File: src/rtl/dispatch_scheduler.sv
// In-order, credit-based dispatch from the dispatch-queue head to the issue queues, with one registered output stage.
// Optional performance counters are enabled by defining DISPATCH_SCHED_PERF_EN.
module dispatch_scheduler #(
    parameter int DISPATCH_WIDTH = 2,
    parameter int NUM_IQ         = 3,
    parameter int IQ_DEPTH       = 8,
    parameter int IQ_SEL_W       = 2,
    parameter int DATA_W         = 64
) (
    input  logic                               clk,
    input  logic                               rst,
    input  logic                               flush_i,
    input  logic [DISPATCH_WIDTH-1:0]          dq_valid_i,
    input  logic [DISPATCH_WIDTH*IQ_SEL_W-1:0] dq_iq_sel_i,
    input  logic [DISPATCH_WIDTH*DATA_W-1:0]   dq_data_i,
    output logic [DISPATCH_WIDTH-1:0]          dq_ready_o,
    input  logic [NUM_IQ*$clog2(DISPATCH_WIDTH+1)-1:0] iq_free_i,
    output logic [DISPATCH_WIDTH-1:0]          disp_valid_o,
    output logic [DISPATCH_WIDTH*IQ_SEL_W-1:0] disp_iq_sel_o,
    output logic [DISPATCH_WIDTH*DATA_W-1:0]   disp_data_o
`ifdef DISPATCH_SCHED_PERF_EN
    ,
    output logic [31:0]                        perf_stall_cnt_o,
    output logic [31:0]                        perf_disp_cnt_o
`endif
);

    localparam int CNT_W  = $clog2(DISPATCH_WIDTH + 1);
    localparam int FREE_W = CNT_W;
    localparam int CRED_W = $clog2(IQ_DEPTH + 1);
    localparam int SUM_W  = CRED_W + 1;

    logic [CRED_W-1:0]         credit     [NUM_IQ];
    logic [CRED_W-1:0]         credit_n   [NUM_IQ];
    logic [CNT_W-1:0]          acc_cnt    [NUM_IQ];
    logic [NUM_IQ-1:0]         over_release;
    logic [DISPATCH_WIDTH-1:0] accept;

    // Slot-ordered acceptance; each slot sees the credits already consumed by earlier slots.
    always_comb begin
        logic             chain;
        logic             has_credit;
        logic [IQ_SEL_W-1:0] sel;
        // NOTE: every combinational output gets a default first so no path leaves it unassigned (no latch).
        accept = '0;
        for (int q = 0; q < NUM_IQ; q++) acc_cnt[q] = '0;
        chain = !rst && !flush_i;
        for (int i = 0; i < DISPATCH_WIDTH; i++) begin
            sel        = dq_iq_sel_i[i*IQ_SEL_W +: IQ_SEL_W];
            has_credit = 1'b0;
            for (int q = 0; q < NUM_IQ; q++) begin
                if (int'(sel) == q && SUM_W'(credit[q]) > SUM_W'(acc_cnt[q])) has_credit = 1'b1;
            end
            chain     = chain && dq_valid_i[i] && (int'(sel) < NUM_IQ) && has_credit;
            accept[i] = chain;
            for (int q = 0; q < NUM_IQ; q++) begin
                if (chain && int'(sel) == q) acc_cnt[q] = acc_cnt[q] + CNT_W'(1);
            end
        end
    end

    assign dq_ready_o = accept;

    // Releases are added after this cycle's acceptance, so they only become usable next cycle.
    always_comb begin
        logic [SUM_W-1:0] sum;
        over_release = '0;
        for (int q = 0; q < NUM_IQ; q++) begin
            sum = SUM_W'(credit[q]) - SUM_W'(acc_cnt[q])
                + SUM_W'(iq_free_i[q*FREE_W +: FREE_W]);
            if (sum > SUM_W'(IQ_DEPTH)) begin
                over_release[q] = 1'b1;
                credit_n[q]     = CRED_W'(IQ_DEPTH);
            end else begin
                credit_n[q]     = sum[CRED_W-1:0];
            end
        end
    end

    always_ff @(posedge clk) begin
        // NOTE: sequential state uses non-blocking assignments so every register samples pre-edge values.
        if (rst || flush_i) begin
            for (int q = 0; q < NUM_IQ; q++) credit[q] <= CRED_W'(IQ_DEPTH);
        end else begin
            assert (over_release == '0)
                else $error("dispatch_scheduler: issue-queue credit over-release %b", over_release);
            for (int q = 0; q < NUM_IQ; q++) credit[q] <= credit_n[q];
        end
    end

    // Target and payload hold when a slot is not accepted; only the valid bit tracks every cycle.
    always_ff @(posedge clk) begin
        if (rst) begin
            disp_valid_o  <= '0;
            disp_iq_sel_o <= '0;
            disp_data_o   <= '0;
        end else begin
            disp_valid_o <= accept;
            for (int i = 0; i < DISPATCH_WIDTH; i++) begin
                if (accept[i]) begin
                    disp_iq_sel_o[i*IQ_SEL_W +: IQ_SEL_W] <= dq_iq_sel_i[i*IQ_SEL_W +: IQ_SEL_W];
                    disp_data_o[i*DATA_W +: DATA_W]       <= dq_data_i[i*DATA_W +: DATA_W];
                end
            end
        end
    end

`ifdef DISPATCH_SCHED_PERF_EN
    logic [32:0] disp_sum;
    assign disp_sum = {1'b0, perf_disp_cnt_o} + 33'($countones(accept));

    // Counters saturate and survive flushes; only reset clears them.
    always_ff @(posedge clk) begin
        if (rst) begin
            perf_stall_cnt_o <= '0;
            perf_disp_cnt_o  <= '0;
        end else begin
            if (dq_valid_i[0] && !accept[0] && !flush_i && perf_stall_cnt_o != 32'hFFFF_FFFF)
                perf_stall_cnt_o <= perf_stall_cnt_o + 32'd1;
            perf_disp_cnt_o <= disp_sum[32] ? 32'hFFFF_FFFF : disp_sum[31:0];
        end
    end
`endif

endmodule

File: config.mk
export PLATFORM = sky130hd
export DESIGN_NAME = dispatch_scheduler
export DESIGN_NICKNAME = d
export VERILOG_FILES = /design/src/rtl/dispatch_scheduler.sv
export SDC_FILE = /design/constraint.sdc
export NUM_CORES = 1
export LEC_CHECK = 0
export ABC_AREA = 1
export BUFFER_PORTS_ARGS = -buffer_cell sky130_fd_sc_hd__buf_2
export CORE_ASPECT_RATIO = 2
export CORE_UTILIZATION = 47
export DETAILED_ROUTE_END_ITERATION = 8
export HOLD_SLACK_MARGIN = 0.06
export PLACE_DENSITY = 0.8
export SLEW_MARGIN = 20
export SYNTH_ARGS = -nofsm -noshare
export SYNTH_HDL_FRONTEND = slang
export SYNTH_SLANG_ARGS = --single-unit
export TNS_END_PERCENT = 1
File: constraint.sdc
create_clock -name clk -period 5.55 [get_ports clk]
set_input_delay 0.8325 -clock clk [delete_from_list [all_inputs] [get_ports clk]]
set_output_delay 0.8325 -clock clk [all_outputs]
set_load 0.01 [all_outputs]
======== Word level (Yosys, flattened, before mapping) ========
Memories as Yosys holds them, arrays and structs flattened.
Cells that the tools add are included.
operators by class
  bitwise logic cells ..................... 3
  shifts and indexed selects .............. 0
  add/sub/neg operators ................... 9
  mux-type cells .......................... 21
  magnitude comparators ................... 11
  equality and inequality tests ........... 4
  reduce and logical (&&, ||, !) cells .... 24
  divide/modulo/power cells ............... 0
  multipliers ............................. 0
operators with widths
  cell                 count
  $mux 4               6
  $logic_and 1x1->1    19
  $add 5x2->5          3
  $gt 5x4->1 const B   3
  $sub 4x2->5          3
  $gt 4x1->1 const B   3
  $gt 4x2->1           3
  $mux 1               12
  $eq 2x2->1 const B   4
  $add 2x1->2 const B  3
  $mux 2               3
  $logic_not 2->1      2
  $lt 2x2->1 const B   2
  $or 1x1->1           3
  $logic_not 1->1      2
  $logic_or 1x1->1     1
word-level totals
  flip-flop bits (word level) ............. 134
  bits in read-only memories .............. 0
  memories ................................ 1
  RAM bits ................................ 12
  bits in latches ......................... 0
memories
  memory  depth  bits a word  rd ports  clocked after Yosys merged registers in  wr ports  RTL line  RTL
  credit  3      4            3         0                                        3         33        logic [CRED_W-1:0] credit [NUM_IQ];

======== Longest topological paths before layout ========
Gate-level depths: netlist of run 1.
  depth in word-level cells ............... 21
  gate-level depth with buffers ........... 30
  mapped depth without buffers ............ 28

======== Least setup slack after synthesis of run 1 ========
Ideal clock, no wire load.
  kind .................................... input -> register
  from .................................... input rst
  to ...................................... memory credit[0][7] (netlist name)
  cell stages on the path ................. 23
  data required time ...................... 5427 ps
  setup slack ............................. 870 ps
  path buffers ............................ 3
  arrival time ............................ 4557 ps
  path through ............................ or2_1 nor2_1 nand2_2 buf_2 buf_2 nor3_1 ha_1 nand3_1 nand3_1 nand3_1 buf_2 nand3_1 inv_1 ha_1 ha_1 inv_1 ha_1 inv_1 fa_1 o21ai_0 xor2_1 nand3_1 or2_2
RTL lines
  item                RTL line  RTL
  start: declaration  11        input logic rst,
  end: declaration    33

==> flow_metrics.tcl, run 1 <==
set metrics [dict create \
    avgViaCountPerCell 4.91 \
    synth_area_mm2 0.00632 \
    min_to "disp_data_o[36]" \
    finalHoldViolCount 0 \
    synth_fp_nets 1004 \
    clk_latency_ps 410 \
    htree_levels 4 \
    clockBufferDepth 2 \
    rows 59 \
    grt_use_total 0.246 \
    maxSlewViolCount 0 \
    layout_commonest_cell "buf_2" \
    slew_headroom 0.468 \
    final_cell_mix "278 x buf_2, 274 x nor2_1, 146 x dfxtp_1" \
    grt_max_degree 91 \
    dpl.hpwl_mm 12.0 \
    clkTransAtPathRegs_ps 60 \
    crit_type "primary input to flip-flop" \
    die_area_mm2 0.0139 \
    ys_seq_elements 146 \
    start_util 0.484 \
    cts.sinks 146 \
    port-buffer-count 278 \
    cts_tree "yes" \
    worst_pin_slew_ps 798 \
    syn_avg_cell_area_um2 7.63 \
    routabilityCongestion 0.821 \
    crit_required_ps 5840 \
    finClkSkew_ps 12.4 \
    yosys_warnings 0 \
    max_stage_delay_ps 390 \
    outcome "finished with violations" \
    synth_cells 828 \
    cts_setup_buffers 0 \
    synthSimpleGateAreaFrac 0.320 \
    drt-initial-drc-count 361 \
    synth_mux_area_frac 0 \
    worstPathArrival_ps 4580 \
    pin_count 279 \
    worstSetupStartpointType "primary input" \
    cts_made_buffers 17 \
    synth_fa_ha_area_frac 0.0725 \
    synth_compound_area_frac 0.0634 \
    grt_overflow 0 \
    rsz0062_at_grt "false" \
    violations "design-rule violations" \
    postCtsHoldBufs 0 \
    wire_per_inst_um 13.6 \
    hold_path_class "flip-flop to flip-flop" \
    power.leakage_uw 0.00415 \
    power_density_mw_per_mm2 315 \
    synth_xor_area_frac 0.0111 \
    cp-end-kind "flip-flop" \
    die_w_um 84.0 \
    antenna_found_initial 1 \
    crit_chain "buf_2, or2_1, nor2_1, nand2_2, nor3_1, ha_1, nand2_1, nand2_1, nand2_1, nand3_1, nand3_2, nand3_1, inv_1, ha_1, ha_1, inv_1, ha_1, inv_1, fa_1, o21ai_0, xor2_1, nand3_1, or2_2" \
    crit_slowest_cell "fa_1" \
    grt_pass1_wl_mm 27.6 \
    min-delay-start "disp_data_o[36]" \
    holdPathStages 2 \
    grt_pass1_vias 5831 \
    ant_nets 0 \
    drive_above_1_share 0.295 \
    synth_top_family_by_area "simple AND/OR/NAND/NOR gates" \
    cts_resized 0 \
    fin_total_pwr_uw 2600 \
    crit_path_max_fanout 6 \
    crit_path_frequent_cell "ha_1" \
    setup_viol 0 \
    syn_to_final_growth_pct 30.7 \
    coreArea_mm2 0.0131 \
    worstReg2RegEnd "credit[0][7]" \
    reg2regPathDepth 25 \
    regToRegSetupSlack_ps 1300 \
    max_freq_mhz 233 \
    synth_cell_types 24 \
    vdd_drop_max_v 0.000215 \
    final.setup.tns_ps 0 \
    maxCapViolations 0 \
    rr_startpoint "credit[0][2]" \
    finalNetCount 1258 \
    synth_seq_area_share 0.462 \
    root_buffer "clkbuf_16" \
    layout_worst_path_cycle_share 0.775 \
    wirelength_mm 17.0 \
    die_h_um 166 \
    vias 6125 \
    finalCriticalPeriod_ps 4300 \
    drt_first_pass_iters 7 \
    drc 42 \
]
==> layout make-up <==
cell class | count | area [um^2]
fillers | 1188 | 4810
multi-input cells | 583 | 2960
flip-flops and latches | 146 | 2920
repair buffers | 284 | 1440
clock buffers | 18 | 429
inverters | 50 | 190
well taps | 152 | 190
clock inverters | 13 | 130
diodes | 1 | 2.50
==> per-stage QoR <==
step	cell area, um^2	cells	hold WS, ps	setup slack, ps	utilization
after global placement	7690	1215	457	1010	0.589
after floorplan	6320	828	475	870	-
after detailed placement	7690	1215	464	881	0.589
final	8260	1247	475	1250	0.632
after global routing	8260	1247	489	963	0.632
after CTS	8250	1246	475	1310	0.632
==> synthesized netlist by cell type <==
cell,n,area share
buf_6,7,0.012
a21oi_1,11,0.0087
buf_4,1,0.0012
inv_2,2,0.0012
or2_1,1,0.00099
inv_1,48,0.029
dfxtp_1,146,0.46
fa_1,6,0.019
nand3b_1,65,0.077
or2_2,2,0.0020
clkbuf_1,20,0.012
nor2_1,274,0.16
nand3_1,18,0.014
nand2_2,2,0.0020
o21ai_0,66,0.052
o21ai_1,3,0.0024
xnor2_1,2,0.0028
xor2_1,6,0.0083
nand2_1,97,0.058
buf_2,14,0.011
nor3_1,2,0.0016
ha_1,27,0.053
buf_1,7,0.0042
nor2_4,1,0.0018
==> critical path: cells and delay by family <==
family / cells / cell delay, ps
buf+inv: 4 / 310
fa+ha+maj: 5 / 1290
xor+xnor: 1 / 190
simple gates: 12 / 1740
compound gates: 1 / 220
==> worst max-delay path by stage <==
stage	start	end	slack (ps)
after detailed placement	rst	credit[0][11]	880
after floorplan	rst	credit[0][7]	870
after CTS	rst	credit[0][11]	1310
after global routing	credit[0][2]	credit[0][7]	960
final	rst	credit[0][7]	1250
after global placement	rst	credit[0][7]	1010
==> cells by family (layout without fill, tap and decap cells) <==
logic type,after synthesis,after routing
AND/OR/NAND/NOR,462,462
flip-flops,146,146
buffers and inverters,99,365
AO/OA/AOI/OAI,80,80
adder cells (fa/ha/maj),33,33
XOR/XNOR,8,8
other,0,1
==> metal layers <==
layer,part of all wire,track usage
met1,0.38,0.266
met2,0.51,0.438
met3,0.057,0.0512
met4,0.048,0.143
met5,0,0
==> power breakdown <==
group          total, uW  switching (uW)  internal, uW
Sequential          1110            20.6          1090
Clock               1090             463           622
Combinational        404             242           161
==> flip-flops by register name (all words and copies together), names as in the netlist <==
register,cells
disp_iq_sel_o,4
disp_data_o,128
credit,12
disp_valid_o,2
(Power assumes the default switching activity.)
==> run 2: changes to the inputs <==
Settings changed: ABC_AREA 1 to 0, CORE_UTILIZATION 47 to 44, PLACE_DENSITY 0.8 to 0.77.
Clock period 5.55 ns to 3.5 ns, I/O delays scaled along.
==> run 2 against run 1 <==
The run ends with negative setup slack left. Count of clock-buffer cells in the layout unchanged. Critical path depth up 1. Clock power is 83% higher. Die area grew 14%. First-iteration DRC count is 21% lower. Sequential cell count did not move. Wire length increased by 31%. Critical path type is now flip-flop to flip-flop.
==> flow_metrics.tcl, run 2 <==
set metrics [dict create \
    grt_overflow 0 \
    synth-edff-count 0 \
    cts.sinks 146 \
    synthTopCellsByArea "dfxtp_1 43%, nand2_1 11%, o211ai_1 7.1%" \
    finClkSkew_ps 8.31 \
    postCtsHoldBufs 0 \
    clkTransAtPathRegs_ps 60 \
    synth_fp_nets 998 \
    path_buf_inv 5 \
    die_area_mm2 0.0158 \
    maxSlewViolCount 0 \
    worstSetupStartpointType "flip-flop" \
    async_reset_ff_frac 0 \
    die_w_um 89.5 \
    synth_ff_type "dfxtp_1" \
    max_freq_mhz 225 \
    synth_top_family_by_area "compound AO/OA/AOI/OAI gates" \
    regToRegSetupSlack_ps -940 \
    yosys_warnings 0 \
    grt_pass1_vias 6668 \
    crit_chain "inv_2, ha_4, nor3b_4, o21ai_2, nand4_4, buf_6, nor3_4, ha_4, a311oi_2, and2_4, o21ai_4, nor3_2, buf_4, ha_4, ha_4, inv_2, ha_4, inv_4, fa_2, nor2b_2, nor2_1, nor3_2, a211oi_2, or3_1" \
    clk_latency_ps 420 \
    crit_path_max_fanout 4 \
    drive_above_1_share 0.405 \
    ant_nets 0 \
    antenna_found_initial 2 \
    finish.instance_area_mm2 0.00964 \
    syn_avg_cell_area_um2 8.19 \
    violations "negative setup slack" \
    largest-register "disp_data_o" \
    instances_no_fill 1339 \
    post-place-ws_ps -1210 \
    yosysTopAreaCellShare 0.434 \
    fillerInstances 1250 \
    dp_cells 1292 \
    drt_first_pass_iters 7 \
    finalNetCount 1305 \
    layout_worst_path_cycle_share 1.27 \
    outcome "finished with violations" \
    crit_type "flip-flop to flip-flop" \
    p_switching_uw 1260 \
    pwr-share-comb 0.187 \
    clockBufferDepth 2 \
    grt_use_total 0.276 \
    worst_pin_slew_ps 919 \
    synth_common_cells "200 x nand2_1, 146 x dfxtp_1, 69 x a21oi_1, 65 x nand3_1" \
    avgViaCountPerCell 5.39 \
    grt_pass1_wl_mm 33.4 \
    power_switching_share 0.273 \
    hold_path_class "primary input to flip-flop" \
    start_util 0.452 \
    synth_xor_area_frac 0.00781 \
    power_density_mw_per_mm2 479 \
    synth_area_mm2 0.00673 \
    final_cell_mix "276 x buf_2, 199 x nand2_1, 140 x dfxtp_1" \
    crit_slowest_cell "fa_2" \
    yosysMostFrequentCell "nand2_1" \
    wirelength_mm 22.2 \
    synth_fa_ha_area_frac 0.0680 \
    cpLargestDelayFamily "simple AND/OR/NAND/NOR gates" \
    layout_commonest_cell "buf_2" \
    drt-initial-drc-count 286 \
    maxCapViolations 0 \
    slew_headroom 0.388 \
    synthSimpleGateAreaFrac 0.202 \
    largestRegisters "disp_data_o: 128 flops, credit: 12 flops, disp_iq_sel_o: 4 flops" \
    synth_mux_area_frac 0.00613 \
    rows 63 \
    rsz0062_at_grt "true" \
    largest_reg_flops 128 \
    synth_cells 822 \
    setup_slack_ps -937 \
    p_int_uw 3360 \
    crit_required_ps 3800 \
    p_clk_frac 0.432 \
    grt_max_degree 86 \
    power.leakage_uw 0.00416 \
    ys_seq_elements 146 \
    synth_compound_area_frac 0.207 \
    drc 0 \
    die_h_um 177 \
    cts_made_buffers 17 \
    place_area_mm2 0.00861 \
    cp-end-kind "flip-flop" \
    setup_viol 12 \
    htree_levels 4 \
    max_stage_delay_ps 380 \
    routabilityCongestion 0.897 \
    dpl.hpwl_mm 14.8 \
    root_buffer "clkbuf_16" \
    synth_top_cell_by_area "dfxtp_1" \
    finalHoldViolCount 0 \
    worstPathArrival_ps 4740 \
    crit_path_frequent_cell "ha_4" \
    port-buffer-count 278 \
    coreArea_mm2 0.0149 \
    pin_count 279 \
    cts_tree "yes" \
    finalCriticalPeriod_ps 4440 \
    syn_to_final_growth_pct 43.2 \
    synth_seq_area_share 0.434 \
    synth_cell_types 53 \
    p_seq_frac 0.382 \
    vias 7222 \
    vdd_drop_max_v 0.000361 \
    wire_per_inst_um 16.5 \
]
## run 2: cell types whose count changed in the layout (fill, tap and decap cells not counted), sizes merged, moves of 14 or more
cell / delta
inv: -14
nand2: +101
o211ai: +64
nand3b: -64
buf: +73
a21oi: +60
o21ai: -65
nand3: +48
a31oi: +64
nor2: -268
## run 2: cell type report
class | instances | area, um^2 | area share
flip-flops and latches | 146 | 2930 | 0.304
repair buffers | 357 | 2020 | 0.209
inverters | 38 | 145 | 0.0151
well taps | 195 | 244 | 0.0253
multi-input cells | 569 | 3660 | 0.380
clock inverters | 13 | 209 | 0.0217
diodes | 3 | 7.51 | 0.000779
clock buffers | 18 | 429 | 0.0445
## run 2: worst min-delay path, cell delays in order
cell and delay (ps):
buf_2 90, nand2_1 50, a21oi_1 50
## run 2: repair_timing
action                     CTS  global route
pin swaps                   19            35
resized for setup           35            21
setup buffers                9             6
setup endpoints to repair   13            13
## run 2: final timing paths
| path | endpoint | cells past startpoint | start |
|---|---|---|---|
| worst max-delay path | credit[0][3] | 24 | credit[0][6] |
| worst min-delay path | disp_data_o[59] | 3 | dq_data_i[59] |
| worst max register to register | credit[0][3] | 24 | credit[0][6] |
| worst min register to register | disp_data_o[38] | 2 | disp_data_o[38] |
## run 2: kinds of logic after synthesis
logic type | Yosys count
AO/OA/AOI/OAI | 218
XOR/XNOR | 6
adder cells (fa/ha/maj) | 33
buffers and inverters | 107
flip-flops | 146
multiplexers | 4
AND/OR/NAND/NOR | 308
## run 2: power by group through the flow
stage	clock network, uW	logic, uW	registers [uW]
finish	2000	863	1760
global route	2100	939	1770
CTS	2030	822	1760
detailed placement	0	765	1800
global placement	0	751	1790
floorplan	0	419	1820
## run 2: per-stage QoR
stage / TNS, ps / hold slack [ps] / utilization / total power, uW
floorplan: -9850 / 481 / - / 2240
global placement: -12030 / 439 / 0.578 / 2550
detailed placement: -13720 / 443 / 0.578 / 2560
CTS: -10160 / 324 / 0.637 / 4610
global route: -12740 / 327 / 0.647 / 4810
finish: -9870 / 345 / 0.647 / 4620
## run 2: routing by layer
layer / GRT usage / up-vias / part of all wire
met1: 0.304 / 3406 / 0.38
met2: 0.470 / 264 / 0.52
met5: 0 / - / 0
met4: 0.161 / 0 / 0.045
met3: 0.0630 / 67 / 0.057
li1: - / 3485 / -
